--- src/rtl/pipe_hazard_ctrl_pkg.sv ---
`default_nettype none
// ============================================================================
// arm_pipe_pkg : shared types and constants for the ARM pipeline controller
// Rev 1.0
// ============================================================================
package arm_pipe_pkg;

  localparam int REG_IDX_W = 4;

  typedef enum logic [0:0] {
    RUN      = 1'b0,
    MEM_WAIT = 1'b1
  } state_t;

  // ID/EX control bundle; a bubble loads NOP_CTRL so nothing commits
  typedef struct packed {
    logic       wb_en;
    logic       mem_r_en;
    logic       mem_w_en;
    logic       s_upd;
    logic       branch;
    logic [3:0] exe_cmd;
  } idex_ctrl_t;

  localparam idex_ctrl_t NOP_CTRL = '0;

  function automatic logic src_hit(
    input logic                 used,
    input logic [REG_IDX_W-1:0] src,
    input logic [REG_IDX_W-1:0] dest,
    input logic                 wr
  );
    return used && wr && (src == dest);
  endfunction

endpackage
`default_nettype wire

--- src/rtl/pipe_hazard_ctrl_if.sv ---
`default_nettype none
// ============================================================================
// pipe_hazard_ctrl_if : stage-register hazard/freeze/flush signal bundle
// Rev 1.0
// ============================================================================
interface pipe_hazard_ctrl_if #(
  parameter int CNT_W = 16
);
  import arm_pipe_pkg::*;

  logic [REG_IDX_W-1:0] id_src1;
  logic                 id_src1_vld;
  logic [REG_IDX_W-1:0] id_src2;
  logic                 id_two_src;
  logic [REG_IDX_W-1:0] exe_dest;
  logic                 exe_wb_en;
  logic                 exe_mem_r_en;
  logic [REG_IDX_W-1:0] mem_dest;
  logic                 mem_wb_en;
  logic                 exe_branch;
  logic                 mem_req;
  logic                 mem_ready;
  logic                 cnt_clr;

  logic                 pc_freeze;
  logic                 ifid_freeze;
  logic                 idex_bubble;
  logic                 ifid_flush;
  logic                 idex_flush;
  logic                 pipe_freeze;
  logic [CNT_W-1:0]     stall_cnt;
  logic [CNT_W-1:0]     flush_cnt;

  modport master (
    output id_src1, id_src1_vld, id_src2, id_two_src,
           exe_dest, exe_wb_en, exe_mem_r_en, mem_dest, mem_wb_en,
           exe_branch, mem_req, mem_ready, cnt_clr,
    input  pc_freeze, ifid_freeze, idex_bubble, ifid_flush, idex_flush,
           pipe_freeze, stall_cnt, flush_cnt
  );

  modport slave (
    input  id_src1, id_src1_vld, id_src2, id_two_src,
           exe_dest, exe_wb_en, exe_mem_r_en, mem_dest, mem_wb_en,
           exe_branch, mem_req, mem_ready, cnt_clr,
    output pc_freeze, ifid_freeze, idex_bubble, ifid_flush, idex_flush,
           pipe_freeze, stall_cnt, flush_cnt
  );

endinterface
`default_nettype wire

--- src/rtl/pipe_hazard_ctrl_sat_counter.sv ---
`default_nettype none
// ============================================================================
// sat_counter : event counter that sticks at all-ones, clear beats increment
// Rev 1.0
// ============================================================================
module sat_counter #(
  parameter int W = 16
) (
  input  wire logic         clk,
  input  wire logic         rst_n,
  input  wire logic         inc,
  input  wire logic         clr,
  output logic [W-1:0]      count
);

  localparam logic [W-1:0] C_MAX = {W{1'b1}};

  logic [W-1:0] r_count;

  always_ff @(posedge clk or negedge rst_n) begin
    if (!rst_n) begin
      r_count <= '0;
    end else if (clr) begin
      r_count <= '0;
    end else if (inc && (r_count != C_MAX)) begin
      r_count <= r_count + 1'b1;
    end
  end

  assign count = r_count;

endmodule
`default_nettype wire

--- src/rtl/pipe_hazard_ctrl.sv ---
`default_nettype none
// ============================================================================
// pipe_hazard_ctrl : RAW-hazard stall, branch flush and memory-wait freeze
//                    control for the 5-stage ARM pipeline, with perf counters
// Rev 1.0
// ============================================================================
module pipe_hazard_ctrl
  import arm_pipe_pkg::*;
#(
  parameter int FWD_EN = 0,
  parameter int CNT_W  = 16
) (
  input wire logic          clk,
  input wire logic          rst_n,
  pipe_hazard_ctrl_if.slave bus
);

  state_t r_state;
  state_t w_state_nxt;
  logic   w_mem_stall;
  logic   w_hazard;
  logic   w_pc_freeze;
  logic   w_ifid_freeze;
  logic   w_idex_bubble;
  logic   w_ifid_flush;
  logic   w_idex_flush;
  logic   w_pipe_freeze;
  logic   w_stall_inc;
  logic   w_flush_inc;

  always_ff @(posedge clk or negedge rst_n) begin
    if (!rst_n) begin
      r_state <= RUN;
    end else begin
      r_state <= w_state_nxt;
    end
  end

  // mem_req is ignored once waiting; only mem_ready releases the freeze
  always_comb begin
    w_state_nxt = r_state;
    w_mem_stall = 1'b0;
    case (r_state)
      RUN: begin
        if (bus.mem_req && !bus.mem_ready) begin
          w_state_nxt = MEM_WAIT;
          w_mem_stall = 1'b1;
        end
      end
      MEM_WAIT: begin
        if (bus.mem_ready) begin
          w_state_nxt = RUN;
        end else begin
          w_mem_stall = 1'b1;
        end
      end
      default: w_state_nxt = RUN;
    endcase
  end

  generate
    if (FWD_EN != 0) begin : g_fwd
      // forwarding covers everything except a load result still in EXE
      logic w_load_wr;
      assign w_load_wr = bus.exe_wb_en && bus.exe_mem_r_en;
      assign w_hazard  = src_hit(bus.id_src1_vld, bus.id_src1, bus.exe_dest, w_load_wr)
                      || src_hit(bus.id_two_src,  bus.id_src2, bus.exe_dest, w_load_wr);
    end else begin : g_nofwd
      assign w_hazard  = src_hit(bus.id_src1_vld, bus.id_src1, bus.exe_dest, bus.exe_wb_en)
                      || src_hit(bus.id_src1_vld, bus.id_src1, bus.mem_dest, bus.mem_wb_en)
                      || src_hit(bus.id_two_src,  bus.id_src2, bus.exe_dest, bus.exe_wb_en)
                      || src_hit(bus.id_two_src,  bus.id_src2, bus.mem_dest, bus.mem_wb_en);
    end
  endgenerate

  // freeze > branch flush > hazard stall; a frozen branch waits in EXE
  always_comb begin
    w_pc_freeze   = 1'b0;
    w_ifid_freeze = 1'b0;
    w_idex_bubble = 1'b0;
    w_ifid_flush  = 1'b0;
    w_idex_flush  = 1'b0;
    w_pipe_freeze = 1'b0;
    if (rst_n) begin
      if (w_mem_stall) begin
        w_pipe_freeze = 1'b1;
      end else if (bus.exe_branch) begin
        w_ifid_flush  = 1'b1;
        w_idex_flush  = 1'b1;
      end else if (w_hazard) begin
        w_pc_freeze   = 1'b1;
        w_ifid_freeze = 1'b1;
        w_idex_bubble = 1'b1;
      end
    end
  end

  assign bus.pc_freeze   = w_pc_freeze;
  assign bus.ifid_freeze = w_ifid_freeze;
  assign bus.idex_bubble = w_idex_bubble;
  assign bus.ifid_flush  = w_ifid_flush;
  assign bus.idex_flush  = w_idex_flush;
  assign bus.pipe_freeze = w_pipe_freeze;

  assign w_stall_inc = w_pipe_freeze | w_pc_freeze;
  assign w_flush_inc = w_ifid_flush;

  sat_counter #(.W(CNT_W)) u_stall_cnt (
    .clk   (clk),
    .rst_n (rst_n),
    .inc   (w_stall_inc),
    .clr   (bus.cnt_clr),
    .count (bus.stall_cnt)
  );

  sat_counter #(.W(CNT_W)) u_flush_cnt (
    .clk   (clk),
    .rst_n (rst_n),
    .inc   (w_flush_inc),
    .clr   (bus.cnt_clr),
    .count (bus.flush_cnt)
  );

endmodule
`default_nettype wire

--- src/flat_wrapper.sv ---
// flat-port wrapper written by rule: the top's interface ports become plain ports
module pipe_hazard_ctrl_flat import arm_pipe_pkg::*;
#(
  parameter int FWD_EN = 0,
  parameter int CNT_W  = 16
)
  (clk, rst_n, bus_id_src1, bus_id_src1_vld, bus_id_src2, bus_id_two_src, bus_exe_dest, bus_exe_wb_en, bus_exe_mem_r_en, bus_mem_dest, bus_mem_wb_en, bus_exe_branch, bus_mem_req, bus_mem_ready, bus_cnt_clr, bus_pc_freeze, bus_ifid_freeze, bus_idex_bubble, bus_ifid_flush, bus_idex_flush, bus_pipe_freeze, bus_stall_cnt, bus_flush_cnt);
  pipe_hazard_ctrl_if #(.CNT_W(CNT_W)) bus_i ();
  input wire logic clk;
  input wire logic rst_n;
  input wire logic [$bits(bus_i.id_src1)-1:0] bus_id_src1;
  input wire logic [$bits(bus_i.id_src1_vld)-1:0] bus_id_src1_vld;
  input wire logic [$bits(bus_i.id_src2)-1:0] bus_id_src2;
  input wire logic [$bits(bus_i.id_two_src)-1:0] bus_id_two_src;
  input wire logic [$bits(bus_i.exe_dest)-1:0] bus_exe_dest;
  input wire logic [$bits(bus_i.exe_wb_en)-1:0] bus_exe_wb_en;
  input wire logic [$bits(bus_i.exe_mem_r_en)-1:0] bus_exe_mem_r_en;
  input wire logic [$bits(bus_i.mem_dest)-1:0] bus_mem_dest;
  input wire logic [$bits(bus_i.mem_wb_en)-1:0] bus_mem_wb_en;
  input wire logic [$bits(bus_i.exe_branch)-1:0] bus_exe_branch;
  input wire logic [$bits(bus_i.mem_req)-1:0] bus_mem_req;
  input wire logic [$bits(bus_i.mem_ready)-1:0] bus_mem_ready;
  input wire logic [$bits(bus_i.cnt_clr)-1:0] bus_cnt_clr;
  output wire logic [$bits(bus_i.pc_freeze)-1:0] bus_pc_freeze;
  output wire logic [$bits(bus_i.ifid_freeze)-1:0] bus_ifid_freeze;
  output wire logic [$bits(bus_i.idex_bubble)-1:0] bus_idex_bubble;
  output wire logic [$bits(bus_i.ifid_flush)-1:0] bus_ifid_flush;
  output wire logic [$bits(bus_i.idex_flush)-1:0] bus_idex_flush;
  output wire logic [$bits(bus_i.pipe_freeze)-1:0] bus_pipe_freeze;
  output wire logic [$bits(bus_i.stall_cnt)-1:0] bus_stall_cnt;
  output wire logic [$bits(bus_i.flush_cnt)-1:0] bus_flush_cnt;
  assign bus_i.id_src1 = bus_id_src1;
  assign bus_i.id_src1_vld = bus_id_src1_vld;
  assign bus_i.id_src2 = bus_id_src2;
  assign bus_i.id_two_src = bus_id_two_src;
  assign bus_i.exe_dest = bus_exe_dest;
  assign bus_i.exe_wb_en = bus_exe_wb_en;
  assign bus_i.exe_mem_r_en = bus_exe_mem_r_en;
  assign bus_i.mem_dest = bus_mem_dest;
  assign bus_i.mem_wb_en = bus_mem_wb_en;
  assign bus_i.exe_branch = bus_exe_branch;
  assign bus_i.mem_req = bus_mem_req;
  assign bus_i.mem_ready = bus_mem_ready;
  assign bus_i.cnt_clr = bus_cnt_clr;
  assign bus_pc_freeze = bus_i.pc_freeze;
  assign bus_ifid_freeze = bus_i.ifid_freeze;
  assign bus_idex_bubble = bus_i.idex_bubble;
  assign bus_ifid_flush = bus_i.ifid_flush;
  assign bus_idex_flush = bus_i.idex_flush;
  assign bus_pipe_freeze = bus_i.pipe_freeze;
  assign bus_stall_cnt = bus_i.stall_cnt;
  assign bus_flush_cnt = bus_i.flush_cnt;
  pipe_hazard_ctrl #(.FWD_EN(FWD_EN), .CNT_W(CNT_W)) u_core (.clk(clk), .rst_n(rst_n), .bus(bus_i));
endmodule
--- config.mk ---
export PLATFORM = sky130hd
export DESIGN_NAME = pipe_hazard_ctrl_flat
export DESIGN_NICKNAME = d
export VERILOG_FILES = /design/src/rtl/pipe_hazard_ctrl_pkg.sv /design/src/rtl/pipe_hazard_ctrl_if.sv /design/src/rtl/pipe_hazard_ctrl_sat_counter.sv /design/src/rtl/pipe_hazard_ctrl.sv /design/src/flat_wrapper.sv
export SDC_FILE = /design/constraint.sdc
export NUM_CORES = 1
export LEC_CHECK = 0
export ABC_AREA = 1
export CORE_MARGIN = 10
export CORE_UTILIZATION = 50
export CTS_BUF_LIST = sky130_fd_sc_hd__clkbuf_2 sky130_fd_sc_hd__clkbuf_4 sky130_fd_sc_hd__clkbuf_8
export DETAILED_ROUTE_END_ITERATION = 8
export PLACE_DENSITY = 0.83
export SYNTH_ARGS = -nofsm -noshare
export SYNTH_HDL_FRONTEND = slang
export SYNTH_SLANG_ARGS = --single-unit
--- constraint.sdc ---
create_clock -name clk -period 2.55 [get_ports clk]
set_clock_uncertainty 0.15 [all_clocks]
set_input_delay 0.3825 -clock clk [delete_from_list [all_inputs] [get_ports clk]]
set_output_delay 0.3825 -clock clk [all_outputs]
set_load 0.02 [all_outputs]
# After elaboration in Yosys (flattened, before gate mapping)
# Index checks and enable logic that the tools add are counted.
# totals
reg_bits	33
out_inout_bits	38
elab_cells	46
# op_classes
n_addsub	2
eq_ne	6
n_mux	16
bitwise_logic	2
n_reduce_logical	17
# op_table
operator	n
16-bit two-way mux	4
16-bit by 1-bit adder with 16-bit output (second input constant)	2
16-bit inequality test (second input constant)	2
4-bit == test	4
1-bit logical AND	11
1-bit two-way mux	11
2-bit nonzero test	2
1-bit logical OR	3
1-bit one-hot mux with 2 select lines	1
1-bit zero test	1
1-bit NOT	1
1-bit OR	1

# Logic depth before layout (Yosys ltp)
# Gate-level depths: netlist of run 1.
# logic_depth
ltp_word	13
mapped_depth	12
ltp_nobuf	11

# Hierarchy
# Synthesis of run 1 repeated with hierarchy kept, for this count alone.
# unflattened
hier_cells	378
area_unflattened_um2	2474.9
# by_module_without_submodules
module	instances	cells_per_inst	area_each_um2	seq_area_each_um2
sat_counter	2	144	1037.2	400.4
pipe_hazard_ctrl	1	90	400.4	25.0

# Worst setup path after synthesis of run 1
# No wires, ideal clock.
# synth_path
kind	register to register
start	register u_core.u_stall_cnt.r_count[1], in the netlist u_core.u_stall_cnt.count[1]
end	register u_core.u_stall_cnt.r_count[7], in the netlist u_core.u_stall_cnt.count[7]
setup_time_ps	119
t_arrival_ps	1717
required_ps	2281
slack_ps	564
path_stages_with_launch	10
path_buffers	1
period_less_slack_ps	1986
path_cell_list	dfrtp_1 > ha_1 > nand3_2 > nor3_2 > nand3_2 > nor2_4 > nand4_4 > buf_2 > nand4_1 > nand2_1
# synth_between
elab_chain_len	3
# synth_lines
element	line_no	source
from (decl)	pipe_hazard_ctrl_sat_counter.sv:18	logic [W-1:0] r_count;
from (signal assigned)	pipe_hazard_ctrl_sat_counter.sv:26	r_count <= r_count + 1'b1;
16-bit by 1-bit adder with 16-bit output / 16-bit inequality test (equally long branches)	pipe_hazard_ctrl_sat_counter.sv:26, pipe_hazard_ctrl_sat_counter.sv:25	
16-bit two-way mux / 1-bit logical AND (equally long branches)	pipe_hazard_ctrl_sat_counter.sv:25	end else if (inc && (r_count != C_MAX)) begin
16-bit two-way mux / 2-bit nonzero test (equally long branches)	n/a	
# Parallel ways exist; a longest one is shown, timed or not. The select of a mux whose other input is x is not followed.
# A chain may end at the register's enable or synchronous reset.

# Final worst setup path of run 1
# layout_path
start	input rst_n
end	output bus_idex_flush
# layout_between
elab_chain_len	1
# layout_lines
element	line_no	source
from (decl)	flat_wrapper.sv:10	input wire logic rst_n;
1-bit two-way mux	pipe_hazard_ctrl.sv:84	if (rst_n) begin
to (decl)	flat_wrapper.sv:28	output wire logic [$bits(bus_i.idex_flush)-1:0] bus_idex_flush;
# Every way passes these cells.

==> impl_metrics.csv, run 1 <==
group,metric,value,unit
routing,ant_nets,0,
timing,finalHoldViolCount,0,
cts,ctsResizeCount,3,
floorplan,dieArea,0.007738,sq mm
logic_synthesis,netlist_top_cells_count,"nand2_1, inv_1, dfrtp_1",
cts,clock-sinks,33,
timing,drv_slew,0,
critical_path,worstPathCellList,"clkdlybuf4s50_1 > buf_4 > nand3_1 > inv_2 > clkdlybuf4s50_1",
floorplan,start_util,0.5232,
place,dp_hpwl,4780,microns
logic_synthesis,synth_area,0.002310,sq mm
cts,post_cts_buffers,0,
timing,max_freq,0.4123,GHz
logic_synthesis,synth.yosys.seq_area_share,0.3575,
cts,insertion_delay,0.29,ns
routing,routed_via_density,5.358,
logic_synthesis,ys_ff_latch,33,
timing,min_period_over_period,0.9510,
cts,ctsHoldBuffers,0,
global_route,grtUsageTotal,0.1618,
power_and_ir_drop,power_density,363.8,mW/mm^2
final_layout,final_nets,437,
critical_path,r2r_cells,9,
global_route,grt_pass1_wl,10320,microns
critical_path,crit_path_start_kind,"primary input",
global_route,grt_max_degree,33,
place,placed_cell_area,0.002984,sq mm
logic_synthesis,synth_area_leader_cell,"dfrtp_1",
global_route,antenna_found_initial,0,
critical_path,r2r_start,"u_core.u_stall_cnt.count[0]",
logic_synthesis,synthTopCellsByArea,"dfrtp_1, nand2_1, inv_1",
logic_synthesis,ys_types,29,
critical_path,cp_common_cell,"clkdlybuf4s50_1",
global_route,grt.overflow.total,0,
floorplan,die_width,87.97,microns
critical_path,cp.arrival,1.89,ns
logic_synthesis,synth_nets,373,
routing,drt_wl_total,6093,microns
timing,rsz0062_at_grt,"no",
critical_path,cp_slowest_cell,"clkdlybuf4s50_1",
outcome,status,"finished, final reports clean",
logic_synthesis,synthFlopType,"dfrtp_1",
timing,final.min_clock_period,2.425,ns
timing,setup_viol,0,
floorplan,pin_count,65,
cts,clk_pin_slew,0.06,ns
logic_synthesis,syn-instance-count,344,
logic_synthesis,synthArstFlopShare,1.000,
logic_synthesis,yosys.area.top_type_share,0.3575,
critical_path,path_class,"primary input to output port",
final_layout,antenna_cells,0,
power_and_ir_drop,vdd_drop_max,0.0002214,V
critical_path,slowest_delay,0.62,ns
global_route,grt_pass1_vias,2379,
cts,tritoncts,"built",
floorplan,placeableCoreArea,0.004414,sq mm
routing,first_pass_iters,4,
floorplan,fp-row-count,24,
place,place_inst,453,
critical_path,crit_required,2.02,ns
routing,avgRoutedWirePerCell,13.22,microns
cts,cts_buffer_depth,2,
final_layout,finish.instance_area,0.003067,sq mm
final_layout,drive_above_1_share,0.06112,
place,portBuffers,63,
routing,drtIter0Drc,149,
final_layout,synthToLayoutAreaGrowth,32.77,%
hold_path,hp-class,"primary input to asynchronous set/reset pin",
logic_synthesis,yosysWarnings,0,
critical_path,r2r_end,"u_core.u_stall_cnt.count[8]",
final_layout,fin_cells,461,
routing,drc,0,
cts,htree_num_levels,2,
floorplan,die_height,87.97,microns
timing,tightest_slew,0.5308,ns
critical_path,r2r_slack,0.40,ns
cts,root_buffer,"clkbuf_8",
power_and_ir_drop,p_leak,1.473,nW
place,routabilityCongestion,0.8724,
logic_synthesis,synth.avg_cell_area,6.714,sq um
job,cap_violations,0,
timing,relSlewSlack,0.6434,
cts,cts_buffers,5,
routing,vias,2470,
critical_path,path_max_fanout,5,
logic_synthesis,synth_edf_count,0,
critical_path,end_kind,"output port",
logic_synthesis,post-synth-top-count-cell,"nand2_1",
## area by class of cell
type                    count  area, sq um
fillers                   396         1348
multi-input cells         243         1207
flip-flops and latches     33        825.8
repair buffers             69        671.9
inverters                  56        210.2
clock buffers               6        76.32
well taps                  52        65.06
clock inverters             2        10.01
## worst max-delay path, delay by kind of cell
family	cells	cell delay [ns]
and+or+nand+nor	1	0.08
buffers and inverters	4	1.43
## power by group
group          leakage, nW  total, mW  internal, mW  switching, mW
Clock               0.0484      0.389         0.200          0.189
Combinational        0.968      0.187        0.0815          0.105
Sequential           0.457      0.540         0.531        0.00818
## worst max-delay path by stage
stage	startpoint	endpoint	slack, ns	depth (start not counted)
4_1_cts	rst_n	bus_ifid_flush	0.13	5
5_1_grt	bus_id_src2[1]	bus_ifid_freeze	0.006	10
2_1_floorplan	u_core.u_stall_cnt.count[1]	u_core.u_stall_cnt.count[7]	0.56	9
3_5_place_dp	bus_exe_dest[0]	bus_pc_freeze	-0.1	10
3_3_place_gp	bus_exe_dest[1]	bus_ifid_freeze	-0.09	10
6_report	rst_n	bus_idex_flush	0.12	5
## registers in the layout, summed over array words and instances (netlist names)
signal,cells
u_core.u_flush_cnt.count,16
u_core.u_stall_cnt.count,16
u_core.r_state,1
## metrics by stage
| step | TNS, ns | worst slack (ns) | hold slack, ns | total power, mW | util |
|---|---|---|---|---|---|
| 6_report | 0 | 0.1248 | 0.3256 | 1.116 | 0.6947 |
| 5_1_grt | 0 | 0.005597 | 0.3307 | 1.163 | 0.6947 |
| 4_1_cts | 0 | 0.1311 | 0.3139 | 1.125 | 0.6947 |
| 3_5_place_dp | -0.2884 | -0.09632 | 0.3899 | 0.7375 | 0.6760 |
| 3_3_place_gp | -0.2727 | -0.09129 | 0.3484 | 0.7329 | 0.6760 |
| 2_1_floorplan | 0 | 0.5638 | -0.06309 | 0.6401 | - |
## cell families (layout without fill, tap and decap cells)
logic type                 after synthesis  in the layout  share of synthesized area
and+or+nand+nor                        195            195                     0.3927
buffers and inverters                   68            133                     0.1197
AOI/OAI and AO/OA                       36             36                    0.08125
DFF                                     33             33                     0.3575
xor gates and xnor gates                10             10                    0.03792
adders and majority gates                2              2                    0.01083
## routing by layer
metal	vias to the layer above	track usage	wire [microns]	part of all wire
met5	-	0	0	0
met4	0	0.05942	106	0.017
met3	9	0.05850	605	0.099
met2	87	0.2751	2801	0.46
met1	1132	0.1812	2580	0.42
li1	1242	-	-	-
## cell usage in the layout (no fill, tap or decap), drive strengths merged
master and count:
nor2 32, o21ai 20, nand3b 1, xnor2 4, nand4 25, inv 54
nand2 89, ha 2, nor3 13, o31ai 1, dfrtp 33, nand3 34
clkinv 4, buf 6, o21bai 2, a21oi 13, xor2 6, clkbuf 6
nor4 1, clkdlybuf4s50 60, dlygate4sd2 3
(Power assumes the default switching activity.)
==> inputs of run 2 (changes only) <==
--- a/config.mk
+++ b/config.mk
@@ -10,7 +10,9 @@
 export CORE_UTILIZATION = 50
 export CTS_BUF_LIST = sky130_fd_sc_hd__clkbuf_2 sky130_fd_sc_hd__clkbuf_4 sky130_fd_sc_hd__clkbuf_8
 export DETAILED_ROUTE_END_ITERATION = 8
+export MAX_ROUTING_LAYER = met4
 export PLACE_DENSITY = 0.83
 export SYNTH_ARGS = -nofsm -noshare
 export SYNTH_HDL_FRONTEND = slang
 export SYNTH_SLANG_ARGS = --single-unit
+export TNS_END_PERCENT = 5
==> run 2 against run 1 <==
  * Register-to-register slack hardly changed
  * Cell area stayed put
  * Non-clock buffer count stayed put
  * Wire length is 0.23% higher
  * Maximum frequency hardly changed
  * Clock power hardly changed
  * Setup slack hardly changed
  * Hold slack worse by 0.00085 ns
  * Sequential cell count stayed put
  * Via count hardly changed
  * Critical path depth stayed put
  * Final cell count stayed put
  * Critical endpoint unchanged
==> impl_metrics.csv, run 2 (synthesized netlist as in run 1, its figures left out) <==
group,metric,value,unit
critical_path,path_class,"primary input to output port",
power_and_ir_drop,power.switching,0.3038,mW
final_layout,final_nets,437,
critical_path,worstPathCellList,"clkdlybuf4s50_1 > buf_4 > nand3_1 > inv_2 > clkdlybuf4s50_1",
cts,clock-sinks,33,
global_route,grt_max_degree,33,
place,portBuffers,63,
place,routabilityCongestion,0.8866,
power_and_ir_drop,p_comb_frac,0.167,
global_route,grt_pass1_wl,10340,microns
final_layout,antenna_cells,0,
routing,ant_nets,0,
global_route,grt.overflow.total,0,
final_layout,most-common-layout-cells,"nand2_1, clkdlybuf4s50_1, inv_1",
critical_path,path_max_fanout,5,
critical_path,crit_path_start_kind,"primary input",
floorplan,die_width,87.97,microns
critical_path,crit_required,2.02,ns
routing,avgRoutedWirePerCell,13.25,microns
global_route,grtUsageTotal,0.1669,
timing,max_freq,0.4123,GHz
final_layout,fin_util,0.6947,
final_layout,layout_commonest_cell,"nand2_1",
power_and_ir_drop,p_int,0.8125,mW
power_and_ir_drop,vdd_drop_max,0.0002222,V
routing,first_pass_iters,4,
timing,setup_viol,0,
routing,routed_via_density,5.356,
routing,drc,0,
floorplan,fp-row-count,24,
final_layout,fill_cells,396,
cts,ctsHoldBuffers,0,
timing,finalHoldViolCount,0,
final_layout,finish.instance_area,0.003067,sq mm
power_and_ir_drop,power_density,364.0,mW/mm^2
timing,relSlewSlack,0.6494,
cts,post_cts_buffers,0,
final_layout,fin_cells,461,
floorplan,die_height,87.97,microns
routing,vias,2469,
critical_path,cp.arrival,1.89,ns
cts,insertion_delay,0.29,ns
floorplan,pin_count,65,
place,place_inst,453,
timing,final.min_clock_period,2.426,ns
hold_path,hp-class,"primary input to asynchronous set/reset pin",
cts,clk_pin_slew,0.07,ns
final_layout,synthToLayoutAreaGrowth,32.77,%
timing,tightest_slew,0.5219,ns
cts,htree_num_levels,2,
cts,tritoncts,"built",
outcome,status,"finished, final reports clean",
place,dp_hpwl,4780,microns
floorplan,placeableCoreArea,0.004414,sq mm
global_route,antenna_found_initial,0,
cts,cts_buffer_depth,2,
place,placed_cell_area,0.002984,sq mm
critical_path,slowest_delay,0.62,ns
critical_path,end_kind,"output port",
power_and_ir_drop,p_leak,1.473,nW
routing,drtIter0Drc,146,
power_and_ir_drop,swShare,0.2721,
timing,drv_slew,0,
floorplan,start_util,0.5232,
critical_path,cp_common_cell,"clkdlybuf4s50_1",
routing,drt_wl_total,6107,microns
power_and_ir_drop,share_seq_of_total_power,0.483,
cts,root_buffer,"clkbuf_8",
cts,cts_buffers,5,
final_layout,drive_above_1_share,0.06112,
floorplan,dieArea,0.007738,sq mm
critical_path,cp_slowest_cell,"clkdlybuf4s50_1",
timing,rsz0062_at_grt,"no",
power_and_ir_drop,p_clk_frac,0.349,
global_route,grt_pass1_vias,2378,
job,cap_violations,0,
timing,min_period_over_period,0.9512,
run 2: cell counts in the layout (fill, tap and decap cells not counted):
No cell type changed its count.
run 2: cell type report:
| cell class | instances | area (sq um) | share of cell area |
|---|---|---|---|
| Clock buffer | 6 | 76.32 | 0.02489 |
| Clock inverter | 2 | 10.01 | 0.003264 |
| Sequential cell | 33 | 825.8 | 0.2693 |
| Tap cell | 52 | 65.06 | 0.02122 |
| Timing Repair Buffer | 69 | 671.9 | 0.2191 |
| Multi-Input combinational cell | 243 | 1207 | 0.3937 |
| Inverter | 56 | 210.2 | 0.06854 |
run 2: final timing paths:
check                                          endpoint                        start  cells after the start  slack, ns
max                                      bus_idex_flush                        rst_n                      5       0.12
min                                      u_core.r_state                        rst_n                      2       0.32
min reg2reg                 u_core.u_flush_cnt.count[9]  u_core.u_flush_cnt.count[9]                      2       0.40
max reg2reg                 u_core.u_stall_cnt.count[8]  u_core.u_stall_cnt.count[0]                      9       0.41
max in group asynchronous  u_core.u_stall_cnt.count[15]                        rst_n                      2       1.48
min in group clk            u_core.u_flush_cnt.count[9]  u_core.u_flush_cnt.count[9]                      2       0.40
run 2: routing by layer:
metal | up-vias | wire length, microns | GRT usage
li1 | 1243 | - | -
met1 | 1125 | 2611 | 0.1888
met2 | 92 | 2844 | 0.2751
met3 | 9 | 543 | 0.04643
met4 | 0 | 108 | 0.05942
met5 | - | 0 | -
run 2: metrics by stage:
step | setup WS [ns] | power [mW] | TNS, ns | hold WS [ns]
final | 0.1245 | 1.116 | 0 | 0.3248
after global routing | 0.009276 | 1.163 | 0 | 0.3307
after CTS | 0.1311 | 1.125 | 0 | 0.3139
after detailed placement | -0.09632 | 0.7375 | -0.2884 | 0.3899
after global placement | -0.09129 | 0.7329 | -0.2727 | 0.3484
after floorplan | 0.5638 | 0.6401 | 0 | -0.06309
run 2: power groups by stage:
| stage | clock network, mW | registers (mW) | logic, mW |
|---|---|---|---|
| 4_1_cts | 0.397 | 0.539 | 0.189 |
| 2_1_floorplan | 0 | 0.557 | 0.0835 |
| 5_1_grt | 0.414 | 0.540 | 0.208 |
| 3_5_place_dp | 0 | 0.549 | 0.188 |
| 3_3_place_gp | 0 | 0.549 | 0.184 |
| 6_report | 0.390 | 0.540 | 0.187 |
run 2: timing repair:
item / in CTS / in global routing
endpoints found under the hold margin: 0 / 0
gates resized for setup: 3 / 0
endpoints found under the setup margin: 3 / 0
run 2: critical path, delay by kind of cell:
kind | cells | cell delay, ns
buffers and inverters | 4 | 1.43
AND/OR/NAND/NOR | 1 | 0.08
==> inputs of run 3 (changes only) <==
--- a/config.mk
+++ b/config.mk
@@ -5,9 +5,8 @@
 export SDC_FILE = /design/constraint.sdc
 export NUM_CORES = 1
 export LEC_CHECK = 0
-export ABC_AREA = 1
 export CORE_MARGIN = 10
-export CORE_UTILIZATION = 50
+export CORE_UTILIZATION = 49
 export CTS_BUF_LIST = sky130_fd_sc_hd__clkbuf_2 sky130_fd_sc_hd__clkbuf_4 sky130_fd_sc_hd__clkbuf_8
 export DETAILED_ROUTE_END_ITERATION = 8
 export MAX_ROUTING_LAYER = met4
==> run 3 against run 2 <==
  * Clock-buffer cell count is the same
  * Utilization grew 1.8 points
  * Die area is 2.4% lower
  * Total power grew 9.5%
  * Global-route usage fell by 0.63 points
  * Combinational power fell by 6%
  * Critical path depth up 2
  * Final cell count down 22%
  * Sequential cell count stayed put
  * Wire length is 6.7% lower
  * Via count is 21% lower
  * Sequential power shrank 1%
  * Critical endpoint is now bus_ifid_freeze
  * Largest cell class unchanged
  * Largest power group unchanged
==> impl_metrics.csv, run 3 <==
group,metric,value,unit
outcome,status,"finished, final reports clean",
routing,drc,0,
routing,ant_nets,0,
logic_synthesis,synth_area_leader_cell,"dfrtp_1",
logic_synthesis,ys_types,37,
global_route,grt.overflow.total,0,
logic_synthesis,syn-instance-count,236,
global_route,busiest_layer,"met2",
critical_path,end_kind,"output port",
final_layout,synthToLayoutAreaGrowth,41.45,%
power_and_ir_drop,p_leak,1.284,nW
logic_synthesis,synth_top_family_by_area,"simple AND/OR/NAND/NOR gates",
floorplan,placeableCoreArea,0.004354,sq mm
final_layout,layout_commonest_cell,"clkdlybuf4s50_1",
floorplan,die_width,86.93,microns
logic_synthesis,synthArstFlopShare,1.000,
floorplan,die_height,86.93,microns
place,routabilityCongestion,0.8006,
final_layout,drive_above_1_share,0.1591,
critical_path,crit_required,2.02,ns
place,dp_hpwl,4355,microns
routing,vias,1939,
floorplan,fp-row-count,24,
cts,ctsHoldBuffers,0,
cts,insertion_delay,0.29,ns
hold_path,hp-class,"primary input to asynchronous set/reset pin",
global_route,antenna_found_initial,0,
cts,cts_buffers,5,
global_route,grt_use_met1,0.1947,
routing,drt_wl_total,5695,microns
logic_synthesis,ys_ff_latch,33,
cts,tritoncts,"built",
timing,finalHoldViolCount,0,
critical_path,cp.arrival,1.95,ns
routing,avgRoutedWirePerCell,15.82,microns
logic_synthesis,synth_area,0.002195,sq mm
timing,drv_slew,0,
final_layout,fin_cells,360,
critical_path,path_max_fanout,3,
cts,root_buffer,"clkbuf_8",
timing,setup_viol,0,
timing,min_period_over_period,0.9733,
power_and_ir_drop,power_density,393.8,mW/mm^2
logic_synthesis,synthTopCellsByArea,"dfrtp_1, xor2_1, nor2_1",
power_and_ir_drop,vdd_drop_max,0.0004902,V
job,cap_violations,0,
routing,drtIter0Drc,147,
global_route,grt_pass1_wl,9653,microns
final_layout,antenna_cells,0,
logic_synthesis,yosys.area.top_type_share,0.3763,
floorplan,dieArea,0.007556,sq mm
global_route,grt_util_met3,0.04307,
global_route,grt_max_degree,49,
place,place_inst,352,
timing,rsz0062_at_grt,"no",
final_layout,final_nets,336,
logic_synthesis,synthFlopType,"dfrtp_1",
logic_synthesis,synth_nets,265,
logic_synthesis,netlist_top_cells_count,"nor2_1, dfrtp_1, xor2_1",
final_layout,most-common-layout-cells,"clkdlybuf4s50_1, nor2_1, dfrtp_1",
floorplan,start_util,0.5040,
cts,clock-sinks,33,
routing,routed_via_density,5.386,
logic_synthesis,synth_compound_area_frac,0.09692,
final_layout,finish.instance_area,0.003104,sq mm
cts,htree_num_levels,2,
logic_synthesis,synth.avg_cell_area,9.299,sq um
logic_synthesis,synthAdderAreaFrac,0.01140,
global_route,grtUsageTotal,0.1605,
timing,max_freq,0.4029,GHz
critical_path,crit_path_start_kind,"primary input",
critical_path,r2r_cells,7,
final_layout,fill_cells,334,
logic_synthesis,synth-xor-area-share,0.1197,
timing,relSlewSlack,0.5323,
logic_synthesis,post-synth-top-count-cell,"nor2_1",
critical_path,path_class,"primary input to output port",
place,placed_cell_area,0.002922,sq mm
logic_synthesis,synthMuxAreaShare,0.08609,
logic_synthesis,yosysWarnings,0,
cts,cts_buffer_depth,2,
logic_synthesis,synth.yosys.seq_area_share,0.3763,
global_route,grt_use_met2,0.2558,
logic_synthesis,synth_edf_count,0,
place,portBuffers,63,
global_route,grt_pass1_vias,2037,
timing,final.min_clock_period,2.482,ns
cts,clk_pin_slew,0.07,ns
routing,first_pass_iters,4,
timing,tightest_slew,0.6941,ns
logic_synthesis,synthSimpleGateAreaFrac,0.2657,
floorplan,pin_count,65,
cts,post_cts_buffers,0,
## run 3: timing repair
| action | in CTS | in global routing |
|---|---|---|
| hold endpoints to repair | 0 | 0 |
| gates cloned | 0 | 0 |
| resized for setup | 16 | 11 |
| pin swaps | 0 | 3 |
| setup endpoints to repair | 3 | 5 |
## run 3: metrics by stage
stage               utilization  setup slack (ns)  setup TNS, ns  total power, mW  hold slack, ns
finish                   0.7129           0.06817              0            1.223          0.3052
global route             0.7129          0.002100              0            1.278          0.3040
CTS                      0.7115          0.003302              0            1.234          0.3007
detailed placement       0.6710           -0.4754         -3.382           0.7095          0.3700
global placement         0.6710           -0.3756         -2.451           0.7055          0.3660
floorplan                     -            0.1938              0           0.6150        -0.06309
## run 3: cell families (layout without fill, tap and decap cells)
kind of cell | count (synthesis) | count (layout)
multiplexers | 17 | 17
buffers and inverters | 20 | 92
adder cells (fa/ha/maj) | 2 | 2
AO/OA/AOI/OAI | 22 | 22
AND/OR/NAND/NOR | 112 | 112
flip-flops | 33 | 33
XOR/XNOR | 30 | 30
## run 3: worst max-delay path, stage by stage
cell and delay [ns]:
clkdlybuf4s50_1 0.52, xnor2_1 0.14, nand3_1 0.14, nor4_4 0.33, o41ai_4 0.10, nor2_2 0.15
buf_4 0.17
## run 3: area by class of cell
| class | count | area, sq um | area share |
|---|---|---|---|
| clock buffer | 6 | 82.58 | 0.02660 |
| clock inverter | 2 | 37.54 | 0.01209 |
| inverter | 8 | 30.03 | 0.009674 |
| multi-input combinational | 183 | 1335 | 0.4301 |
| sequential | 33 | 825.8 | 0.2660 |
| tap | 52 | 65.06 | 0.02096 |
| timing repair buffer | 76 | 728.2 | 0.2346 |
## run 3: power by group
part / switching (mW) / internal (mW) / total [mW]
sequential: 0.00610 / 0.528 / 0.534
combinational: 0.0932 / 0.0830 / 0.176
clock: 0.195 / 0.318 / 0.512
total: 0.294 / 0.928 / 1.22
## run 3: worst paths after layout
path	from	end	slack (ns)
max in group asynchronous	rst_n	u_core.u_stall_cnt.count[1]	1.39
min in group clk	u_core.r_state	u_core.r_state	0.40
worst max-delay path	bus_id_src1[1]	bus_ifid_freeze	0.07
worst min-delay path	rst_n	u_core.u_flush_cnt.count[7]	0.31
worst min register to register	u_core.r_state	u_core.r_state	0.40
worst max register to register	u_core.u_stall_cnt.count[0]	u_core.u_stall_cnt.count[13]	0.27
## run 3: metal layers
layer / part of all wire / up-vias
met5: 0 / -
met4: 0.012 / 0
met3: 0.054 / 6
met2: 0.49 / 52
met1: 0.44 / 935
li1: - / 946
